## config.mk

```make
export PLATFORM = sky130hd
export DESIGN_NAME = bist_controller
export DESIGN_NICKNAME = d
export VERILOG_FILES = /design/src/rtl/bist_pkg.sv /design/src/rtl/bist_pattern_counter.sv /design/src/rtl/bist_controller.sv
export SDC_FILE = /design/constraint.sdc
export NUM_CORES = 1
export LEC_CHECK = 0
export BUFFER_PORTS_ARGS = -buffer_cell sky130_fd_sc_hd__buf_4
export CAP_MARGIN = 30
export CELL_PAD_IN_SITES_DETAIL_PLACEMENT = 0
export CELL_PAD_IN_SITES_GLOBAL_PLACEMENT = 1
export CORE_MARGIN = 2
export CORE_UTILIZATION = 35
export DETAILED_ROUTE_END_ITERATION = 10
export PLACE_DENSITY_LB_ADDON = 0.15
export RECOVER_POWER = 50
export SLEW_MARGIN = 40
export SYNTH_ARGS = -nofsm -noshare
export SYNTH_HDL_FRONTEND = slang
export SYNTH_SLANG_ARGS = --single-unit
```

## constraint.sdc

```tcl
create_clock -name clock -period 1.5 [get_ports clock]
set_input_delay 0.3 -clock clock [delete_from_list [all_inputs] [get_ports clock]]
set_output_delay 0.3 -clock clock [all_outputs]
set_load 0.05 [all_outputs]
```

## src/rtl/bist_pkg.sv

```systemverilog
// Shared types and defaults for the full-adder BIST sequencer.
// Optional abort input enabled by defining BIST_ABORT_EN.
package bist_pkg;

  typedef enum logic [2:0] {
    IDLE    = 3'd0,
    CLEAR   = 3'd1,
    RUN     = 3'd2,
    CAPTURE = 3'd3,
    DONE    = 3'd4
  } state_t;

  localparam int SIG_WIDTH_DEF = 4;

  localparam logic [SIG_WIDTH_DEF-1:0] GOLDEN_SIG_DEF = 4'b1011;

endpackage

```

## src/rtl/bist_pattern_counter.sv

```systemverilog
// Loadable up-counter with terminal-count flag used as the
// BIST pattern index.
module bist_pattern_counter #(
  parameter int CW   = 3,
  parameter int LAST = 6
) (
  input  logic          clock,
  input  logic          reset,
  input  logic          load,
  input  logic          enable,
  output logic [CW-1:0] count,
  output logic          last
);

  always_ff @(posedge clock or posedge reset) begin
    if (reset) begin
      count <= '0;
    end else if (load) begin
      count <= '0;
    end else if (enable) begin
      count <= count + 1'b1;
    end
  end

  assign last = (count == CW'(LAST));

endmodule

```

## src/rtl/bist_controller.sv

```systemverilog
// BIST sequencer: clear/seed, run, capture MISR signature, compare.
// Define BIST_ABORT_EN to add the abort input.
module bist_controller
  import bist_pkg::*;
#(
  parameter int SIG_WIDTH = SIG_WIDTH_DEF,
  parameter int PATTERN_COUNT = 7,
  parameter logic [SIG_WIDTH-1:0] GOLDEN_SIG = GOLDEN_SIG_DEF,
  localparam int CW = $clog2(PATTERN_COUNT + 1)
) (
  input  logic                 clock,
  input  logic                 reset,
  input  logic                 start,
`ifdef BIST_ABORT_EN
  input  logic                 abort,
`endif
  input  logic [SIG_WIDTH-1:0] signature,
  output logic                 tpg_seed,
  output logic                 tpg_enable,
  output logic                 ora_clear,
  output logic                 ora_enable,
  output logic [CW-1:0]        pattern_index,
  output logic                 busy,
  output logic                 done,
  output logic                 pass
);

  state_t state_q;
  state_t nxt;

  logic                 last;
  logic                 cnt_load;
  logic                 cnt_en;
  logic                 abort_hit;
  logic [SIG_WIDTH-1:0] captured;

`ifdef BIST_ABORT_EN
  assign abort_hit = abort &&
    ((state_q == CLEAR) ||
     (state_q == RUN) ||
     (state_q == CAPTURE));
`else
  assign abort_hit = 1'b0;
`endif

  always_ff @(posedge clock or posedge reset) begin
    if (reset) begin
      state_q <= IDLE;
    end else begin
      state_q <= nxt;
    end
  end

  always_comb begin
    nxt = state_q;
    unique case (state_q)
      IDLE:    if (start) nxt = CLEAR;
      CLEAR:   nxt = RUN;
      RUN:     if (last) nxt = CAPTURE;
      CAPTURE: nxt = DONE;
      DONE:    if (start) nxt = CLEAR;
      default: nxt = IDLE;
    endcase
    if (abort_hit) nxt = IDLE;
  end

  // Index is zeroed on entry to CLEAR (and IDLE) and parks at the
  // terminal count once RUN has covered every pattern.
  assign cnt_load = (nxt == CLEAR) || (nxt == IDLE);
  assign cnt_en   = (state_q == RUN) && !last;

  bist_pattern_counter #(
    .CW   (CW),
    .LAST (PATTERN_COUNT - 1)
  ) u_cnt (
    .clock  (clock),
    .reset  (reset),
    .load   (cnt_load),
    .enable (cnt_en),
    .count  (pattern_index),
    .last   (last)
  );

  always_ff @(posedge clock or posedge reset) begin
    if (reset) begin
      captured <= '0;
    end else if ((state_q == CAPTURE) && !abort_hit) begin
      captured <= signature;
    end
  end

  assign tpg_seed   = (state_q == CLEAR);
  assign ora_clear  = (state_q == CLEAR);
  assign tpg_enable = (state_q == RUN);
  assign ora_enable = (state_q == RUN);
  assign busy       = (state_q == CLEAR) ||
                      (state_q == RUN) ||
                      (state_q == CAPTURE);
  assign done       = (state_q == DONE);
  assign pass       = done && (captured == GOLDEN_SIG);

endmodule

```

==> results of run 1 <==
==> cell usage after synthesis <==
cell       n  area (sq um)
o22a_1     1          8.76
nand3b_1   1          7.51
and4b_2    1          11.3
nand2_1    2          7.51
a21oi_1    3          15.0
dfrtp_1   10           250
nor3_1     1          5.00
o21ba_2    1          10.0
inv_1      4          15.0
nand3_1    1          5.00
a21o_2     1          8.76
o21ai_0    1          5.00
nor3b_1    1          7.51
or2b_1     1          7.51
or2_2      1          6.26
nand4b_1   1          8.76
a21oi_2    1          8.76
mux2_2     4          45.0
ha_1       2          25.0
buf_4      2          15.0
nor2_1     3          11.3
nor3b_4    1          18.8
a311oi_1   1          8.76
==> metal layers <==
metal  GRT usage [%]  part of all wire [%]
met5               0                     0
met4            7.50                   1.5
met3            4.74                   6.3
met2            22.8                    50
met1            15.8                    42
==> what timing repair did <==
| action | in CTS | in global routing |
|---|---|---|
| buffers inserted | 3 | 2 |
| gates resized for setup | 6 | 8 |
| setup endpoints to repair | 7 | 8 |
| pin swaps | 2 | 2 |
| hold buffers | 0 | 0 |
==> how the worst max path moves through the flow <==
stage               start         end  slack, ps
2_1_floorplan  state_q[0]  tpg_enable       -150
3_3_place_gp   state_q[2]  ora_enable        130
3_5_place_dp   state_q[0]  tpg_enable        100
4_1_cts        state_q[2]  tpg_enable        -20
5_1_grt        state_q[1]        pass       -100
6_report       state_q[1]        pass        -30
==> logic make-up after synthesis <==
family	share of synthesized area (%)
DFF	48.9
muxes	8.80
and+or+nand+nor	18.8
AOI/OAI and AO/OA	12.7
adders and majority gates	4.89
buffers and inverters	5.87
==> power by group through the flow <==
| stage | Sequential [W] | Clock (W) | Combinational, W |
|---|---|---|---|
| floorplan | 0.000583 | 0 | 0.000626 |
| global placement | 0.000505 | 0 | 0.000897 |
| detailed placement | 0.000514 | 0 | 0.000899 |
| CTS | 0.000511 | 0.000247 | 0.000991 |
| global route | 0.000540 | 0.000264 | 0.00114 |
| finish | 0.000520 | 0.000247 | 0.00108 |
==> area by class of cell <==
class,count,area share [%]
Inverter,4,1.95
Clock buffer,4,4.72
Tap cell,15,2.44
Sequential cell,10,33.1
Multi-Input combinational cell,29,33.4
Timing Repair Buffer,21,24.4
==> sequential cells by signal (all words and copies together), names as in the netlist <==
signal and cells:
state_q 3, u_cnt.count 3, captured 4
==> through the flow <==
stage          hold slack (ps)  setup slack [ps]  utilization (%)  instances
2_1_floorplan              140              -152                -         45
3_3_place_gp               296               129             48.8         74
3_5_place_dp               295               101             48.8         74
4_1_cts                   11.7             -18.8             54.5         81
5_1_grt                   23.9              -101             57.6         83
6_report                -0.368             -28.4             57.6         83
==> results_dict.tcl, run 1 <==
set metrics [dict create \
    viasPerCell 4.99 \
    drive_gt1_share_pct 64.7 \
    design.die.area_sq_um 1780 \
    synth_cells 45 \
    switching_share_pct 45.6 \
    rsz0062_at_grt "true" \
    syn_to_final_growth_pct 50.1 \
    die_height_um 42.2 \
    first_global_vias 439 \
    crit_fanout 6 \
    ys_ff_latch 10 \
    row_count 13 \
    critPathSlowestCell "dfrtp_2" \
    ys.warnings.count 0 \
    fmax_mhz 654 \
    hp-class "input port to async pin" \
    cts_tree "yes" \
    seq_area_frac_synth_pct 48.9 \
    drv_cap 0 \
    p_per_area_nw_per_um2 2400 \
    synth_cell_types 23 \
    crit_buf_inv 1 \
    ioPinCount 17 \
    peakVddDrop_v 0.000897 \
    drt_iter0_markers 2 \
    critPathCaptureType "output pin" \
    ant_nets 0 \
    crit_top_cell "nor2_2" \
    start_util_pct 38.4 \
    fin_hold_ws_ps -0.368 \
    grt_max_degree 11 \
    final-seq-area_sq_um 254 \
    path_depth 4 \
    relSlewSlack_pct 75.4 \
    power_frac_seq_pct 28.2 \
    grt_pass1_wl_mm 1.85 \
    internal_power_w 0.00100 \
    start_kind "flip-flop" \
    violations "negative hold slack, negative setup slack" \
    rrSetupSlack_ps 70 \
    dpl.hpwl_um 750 \
    static-leakage-power_nw 0.364 \
    critPathMaxStageDelay_ps 460 \
    antenna_cells 0 \
    cts.sinks 10 \
    drv_slew 0 \
    die_width_um 42.2 \
    avgSynthCellArea_sq_um 11.4 \
    coreArea_sq_um 1330 \
    drcViolationCount 0 \
    setup_violations 5 \
    wirelength_mm 1.17 \
    r2r-start "state_q[2]" \
    crit_chain "nor2_2 -> nand2_2 -> nor2_2 -> buf_6" \
    cp_data_required_time_ps 1200 \
    worst_pin_slew_ps 368 \
    max-clock-path-buffers 2 \
    skew_ps 1.87 \
    cts_buffers 3 \
    grt_use_total_pct 13.9 \
    fin_crit_ps 1530 \
    power_switching_w 0.000840 \
    overflow 0 \
    synth.cell_area_sq_um 512 \
    arrival_ps 1230 \
    multi_input_area_sq_um 256 \
    status "finished with violations" \
    nFillCells 126 \
    antenna_found_initial 0 \
    synth_fp_nets 54 \
    power_w 0.00184 \
    wire_per_inst_um 14.1 \
    clk_latency_ps 270 \
    placed_cell_area_sq_um 651 \
    place.gp.congestion 0.704 \
    via_count 414 \
    comb_power_share_pct 58.4 \
    setup_tns_ps -83.3 \
    htree_levels 1 \
    clk_pin_slew_ps 70 \
    reg2reg_depth 6 \
    drt-pass1-iter-count 2 \
    period_share_pct 102 \
    final_common_cell "buf_4" \
    final_cell_mix "13 x buf_4, 7 x dfrtp_1, 6 x buf_6" \
    cts-root-buf "clkbuf_4" \
    hold_violations 4 \
    port_buffers 16 \
    critPathTopFamily "flip-flops" \
    nets 78 \
    setup_ws_ps -28.4 \
    fin_area_sq_um 768 \
    r2r-end "u_cnt.count[2]" \
    p_clk_share_pct 13.4 \
    worstSetupPathType "flip-flop to output pin" \
]
(Power assumes the default switching activity.)
==> run 2: changes to the inputs <==
Settings changed: ABC_AREA from default to 1, CORE_UTILIZATION 35 to 34.
==> results_dict.tcl, run 2 <==
set metrics [dict create \
    status "finished with violations" \
    violations "negative setup slack" \
    ant_nets 0 \
    drv_cap 0 \
    crit_chain "nor2_4 -> nand2_2 -> nor4_4 -> buf_6" \
    antenna_found_initial 0 \
    nets 107 \
    synth_cell_types 18 \
    setup_violations 5 \
    clk_pin_slew_ps 70 \
    final_common_cell "buf_4" \
    wirelength_mm 1.26 \
    viasPerCell 4.46 \
    grt_use_total_pct 15.2 \
    worst_pin_slew_ps 416 \
    critPathMaxStageDelay_ps 450 \
    cp_data_required_time_ps 1200 \
    start_kind "flip-flop" \
    first_global_vias 492 \
    drcViolationCount 0 \
    synth_async_sr_flop_share_pct 100 \
    hp-class "input port to async pin" \
    wire_per_inst_um 11.2 \
    crit_buf_inv 1 \
    fin_crit_ps 1560 \
    dpl_worst_slack_ps 113 \
    synth_cells 66 \
    drt-pass1-iter-count 4 \
    crit_start "state_q[1]" \
    worstSetupPathType "flip-flop to output pin" \
    synth.top_cells.by_area "dfrtp_1 45%, nand2_1 11%, nand3_1 6.3%, inv_1 5.4%, ha_1 4.5%" \
    rsz0062_at_grt "true" \
    synth_ff_type "dfrtp_1" \
    cts-root-buf "clkbuf_4" \
    peakVddDrop_v 0.000916 \
    grt_max_degree 11 \
    max-clock-path-buffers 2 \
    reg2reg_depth 8 \
    regMostFlops "captured" \
    static-leakage-power_nw 0.491 \
    antenna_cells 0 \
    crit_fanout 4 \
    p_per_area_nw_per_um2 2440 \
    r2r-start "state_q[1]" \
    hold_violations 0 \
    cts_tree "yes" \
    largestRegisters "captured x4, state_q x3, u_cnt.count x3" \
    dpl.hpwl_um 888 \
    fmax_mhz 641 \
    avgSynthCellArea_sq_um 8.49 \
    arrival_ps 1260 \
    drv_slew 0 \
    drt_iter0_markers 6 \
    skew_ps 0.854 \
    setup_ws_ps -59.1 \
    cts.sinks 10 \
    fin_hold_ws_ps 27.3 \
    period_share_pct 104 \
    yosysTopAreaCellShare_pct 44.6 \
    critPathTopFamily "flip-flops" \
    htree_levels 1 \
    synth.most_common_cell "nand2_1" \
    die_height_um 44.6 \
    grt_pass1_wl_mm 2.17 \
    nFillCells 145 \
    cts_buffers 3 \
    synth.cell_area_sq_um 561 \
    design.die.area_sq_um 1990 \
    start_util_pct 36.8 \
    ys_ff_latch 10 \
    yosysTopAreaCell "dfrtp_1" \
    rrSetupSlack_ps 130 \
    critPathCaptureType "output pin" \
    via_count 504 \
    syn_to_final_growth_pct 60.5 \
    largest_reg_flops 4 \
    coreArea_sq_um 1520 \
    die_width_um 44.6 \
    final_core_util_pct 59.0 \
    drive_gt1_share_pct 57.7 \
    r2r-end "captured[3]" \
    synth_fp_nets 75 \
    ioPinCount 17 \
    row_count 14 \
    ys.warnings.count 0 \
    synth_edf_count 0 \
    critPathSlowestCell "dfrtp_2" \
    place.gp.congestion 0.734 \
    clk_latency_ps 260 \
    final_cell_mix "20 x buf_4, 15 x nand2_1, 8 x buf_6" \
    overflow 0 \
    port_buffers 16 \
    synthTopCellsByCount "16 x nand2_1, 10 x dfrtp_1, 8 x inv_1" \
    relSlewSlack_pct 72.2 \
    seq_area_frac_synth_pct 44.6 \
]
-- run 2: cell count changes after synthesis, sizes merged, moves of 2 or more --
cell   before  now
a21oi       4    2
inv         4   11
mux2        4    0
nand2       2   21
nand3       1    9
nor2        3    5
nor3b       2    0
-- run 2: metrics by stage --
step	area [sq um]	power (W)	setup TNS, ps	cells
finish	900	0.00220	-169	113
global placement	744	0.00167	0	99
CTS	888	0.00218	-199	112
floorplan	601	0.00139	-140	66
detailed placement	744	0.00167	0	99
global route	900	0.00235	-472	113
-- run 2: logic make-up (layout without fill, tap and decap cells) --
group	Yosys count	count (layout)	synth area share [%]
AOI/OAI and AO/OA	3	3	2.68
and+or+nand+nor	37	37	36.6
xor gates and xnor gates	1	1	1.56
adders and majority gates	2	2	4.46
buffers and inverters	13	44	10.0
DFF	10	10	44.6
-- run 2: where the power goes --
part           leakage (nW)  internal, W  switching (W)  total, W
combinational         0.348     0.000585       0.000871   0.00146
clock                0.0210     0.000147      0.0000969  0.000244
sequential            0.122     0.000389       0.000107  0.000496
total                 0.491      0.00112        0.00108   0.00220
-- run 2: layout make-up --
class                   count  area, sq um  area share [%]
multi-input cells          43          294            32.7
flip-flops and latches     10          254            28.2
repair buffers             29          248            27.5
inverters                  11         47.5            5.29
clock buffers               4         36.3            4.03
well taps                  16         20.0            2.23
-- run 2: worst max-delay path by stage --
stage / to / slack (ps) / cells past startpoint
2_1_floorplan: pass / -70 / 3
3_3_place_gp: pass / 120 / 4
3_5_place_dp: pass / 110 / 4
4_1_cts: pass / -50 / 4
5_1_grt: pass / -140 / 4
6_report: pass / -60 / 4
-- run 2: layer usage --
| metal | vias to the layer above | track usage (%) | wire length (um) |
|---|---|---|---|
| met4 | 0 | 5.45 | 11 |
| li1 | 266 | - | - |
| met5 | - | 0 | 0 |
| met2 | 10 | 23.2 | 601 |
| met3 | 2 | 4.08 | 54 |
| met1 | 226 | 20.5 | 597 |
-- run 2: worst reg2reg max path: stages, from the launching register on --
cell and delay [ps]:
dfrtp_2 420, buf_6 130, inv_4 30, buf_4 120
buf_4 130, nor2_4 150, nand2_2 130, nor2_1 100
a21oi_1 40
-- run 2: what timing repair did --
item | 4_1_cts | 5_1_grt
setup buffers | 9 | 1
hold buffers | 0 | 0
gates resized for setup | 11 | 2
cloned | 0 | 0
endpoints found under the setup margin | 6 | 7
pin swaps | 4 | 1
==> run 3: changes to the inputs <==
Settings changed: PLACE_DENSITY from default to 0.77, PLACE_DENSITY_LB_ADDON 0.15 to default.
==> results_dict.tcl, run 3 (synthesized netlist as in run 2, its figures left out) <==
set metrics [dict create \
    clk_latency_ps 260 \
    final-seq-area_sq_um 254 \
    final_cell_mix "16 x buf_4, 15 x nand2_1, 7 x inv_1, 7 x dfrtp_1, 7 x buf_6" \
    grt_max_degree 11 \
    drive_gt1_share_pct 54.3 \
    final_common_cell "buf_4" \
    arrival_ps 1240 \
    regMostFlops "captured" \
    worstSetupPathType "flip-flop to output pin" \
    antenna_found_initial 0 \
    grt_pass1_wl_mm 2.00 \
    die_width_um 44.6 \
    drv_cap 0 \
    crit_start "state_q[2]" \
    crit_buf_inv 2 \
    cp_data_required_time_ps 1200 \
    coreArea_sq_um 1520 \
    skew_ps 5.45 \
    htree_levels 1 \
    setup_violations 5 \
    port_buffers 16 \
    crit_fanout 4 \
    peakVddDrop_v 0.00136 \
    worst_pin_slew_ps 379 \
    fin_crit_ps 1540 \
    hold_violations 0 \
    drv_slew 0 \
    nets 102 \
    critPathMaxStageDelay_ps 470 \
    dpl_worst_slack_ps 79.2 \
    critPathTopFamily "flip-flops" \
    design.die.area_sq_um 1990 \
    grt_use_total_pct 14.0 \
    static-leakage-power_nw 0.472 \
    reg2reg_depth 7 \
    via_count 492 \
    wire_per_inst_um 10.4 \
    p_per_area_nw_per_um2 2430 \
    antenna_cells 0 \
    critPathCaptureType "output pin" \
    setup_ws_ps -42.6 \
    drt_iter0_markers 6 \
    r2r-end "captured[3]" \
    first_global_vias 478 \
    largest_reg_flops 4 \
    multi_input_area_sq_um 294 \
    crit_top_cell "buf_6" \
    cts.sinks 10 \
    nFillCells 140 \
    cts-root-buf "clkbuf_4" \
    die_height_um 44.6 \
    rrSetupSlack_ps 260 \
    r2r-start "state_q[1]" \
    start_util_pct 36.8 \
    status "finished with violations" \
    largestRegisters "captured x4, state_q x3, u_cnt.count x3" \
    wirelength_mm 1.12 \
    drt-pass1-iter-count 3 \
    cts_buffers 3 \
    critPathSlowestCell "dfrtp_2" \
    viasPerCell 4.56 \
    hp-class "input port to async pin" \
    fin_hold_ws_ps 11.9 \
    period_share_pct 103 \
    violations "negative setup slack" \
    ant_nets 0 \
    power_w 0.00209 \
    max-clock-path-buffers 2 \
    rsz0062_at_grt "true" \
    ioPinCount 17 \
    fmax_mhz 648 \
    dpl.hpwl_um 908 \
    drcViolationCount 0 \
    clk_pin_slew_ps 70 \
    crit_chain "buf_6 -> nand2_4 -> nor4_4 -> buf_6" \
    start_kind "flip-flop" \
    row_count 14 \
    overflow 0 \
    setup_tns_ps -137 \
    syn_to_final_growth_pct 53.6 \
    cts_tree "yes" \
    place.gp.congestion 0.686 \
    relSlewSlack_pct 74.7 \
]
==> run 3: cell count changes in the layout (fill, tap and decap cells not counted) <==
cell	before	now
buf_4	20	16
buf_6	8	7
inv_4	1	2
inv_2	3	1
inv_1	6	7
==> run 3: per-layer routing <==
metal	global-route usage (%)	routed length (um)	vias to the layer above
met2	21.7	551	10
met4	3.64	9	0
met5	0	0	-
met3	6.53	60	2
met1	17.5	499	223
li1	-	-	257
==> run 3: timing repair <==
item,4_1_cts,5_1_grt
cloned,0,0
endpoints found under the hold margin,0,0
setup endpoints to repair,7,7
buffers inserted,6,0
pin swaps,4,1
hold buffers,0,0
gates resized for setup,8,4
==> run 3: worst max-delay path by stage <==
stage | depth (start not counted) | endpoint
finish | 4 | pass
floorplan | 3 | pass
CTS | 4 | pass
global route | 4 | pass
global placement | 4 | pass
detailed placement | 4 | pass
==> run 3: through the flow <==
step / std cells / util, % / cell area [sq um]
floorplan: 66 / - / 601
global placement: 98 / 48.4 / 737
detailed placement: 98 / 48.4 / 737
CTS: 108 / 55.7 / 848
global route: 108 / 56.5 / 861
finish: 108 / 56.5 / 861
==> run 3: layout make-up <==
cell class / count / share of cell area (%)
inverters: 11 / 5.81
repair buffers: 24 / 24.0
well taps: 16 / 2.33
clock buffers: 4 / 4.22
multi-input cells: 43 / 34.2
flip-flops and latches: 10 / 29.5
==> run 3: power breakdown <==
| group | switching (W) | internal, W | leakage, nW | total [W] |
|---|---|---|---|---|
| Clock | 0.0000898 | 0.000147 | 0.0210 | 0.000237 |
| Sequential | 0.000120 | 0.000389 | 0.122 | 0.000510 |
| Combinational | 0.000833 | 0.000513 | 0.329 | 0.00135 |
| Total | 0.00104 | 0.00105 | 0.472 | 0.00209 |
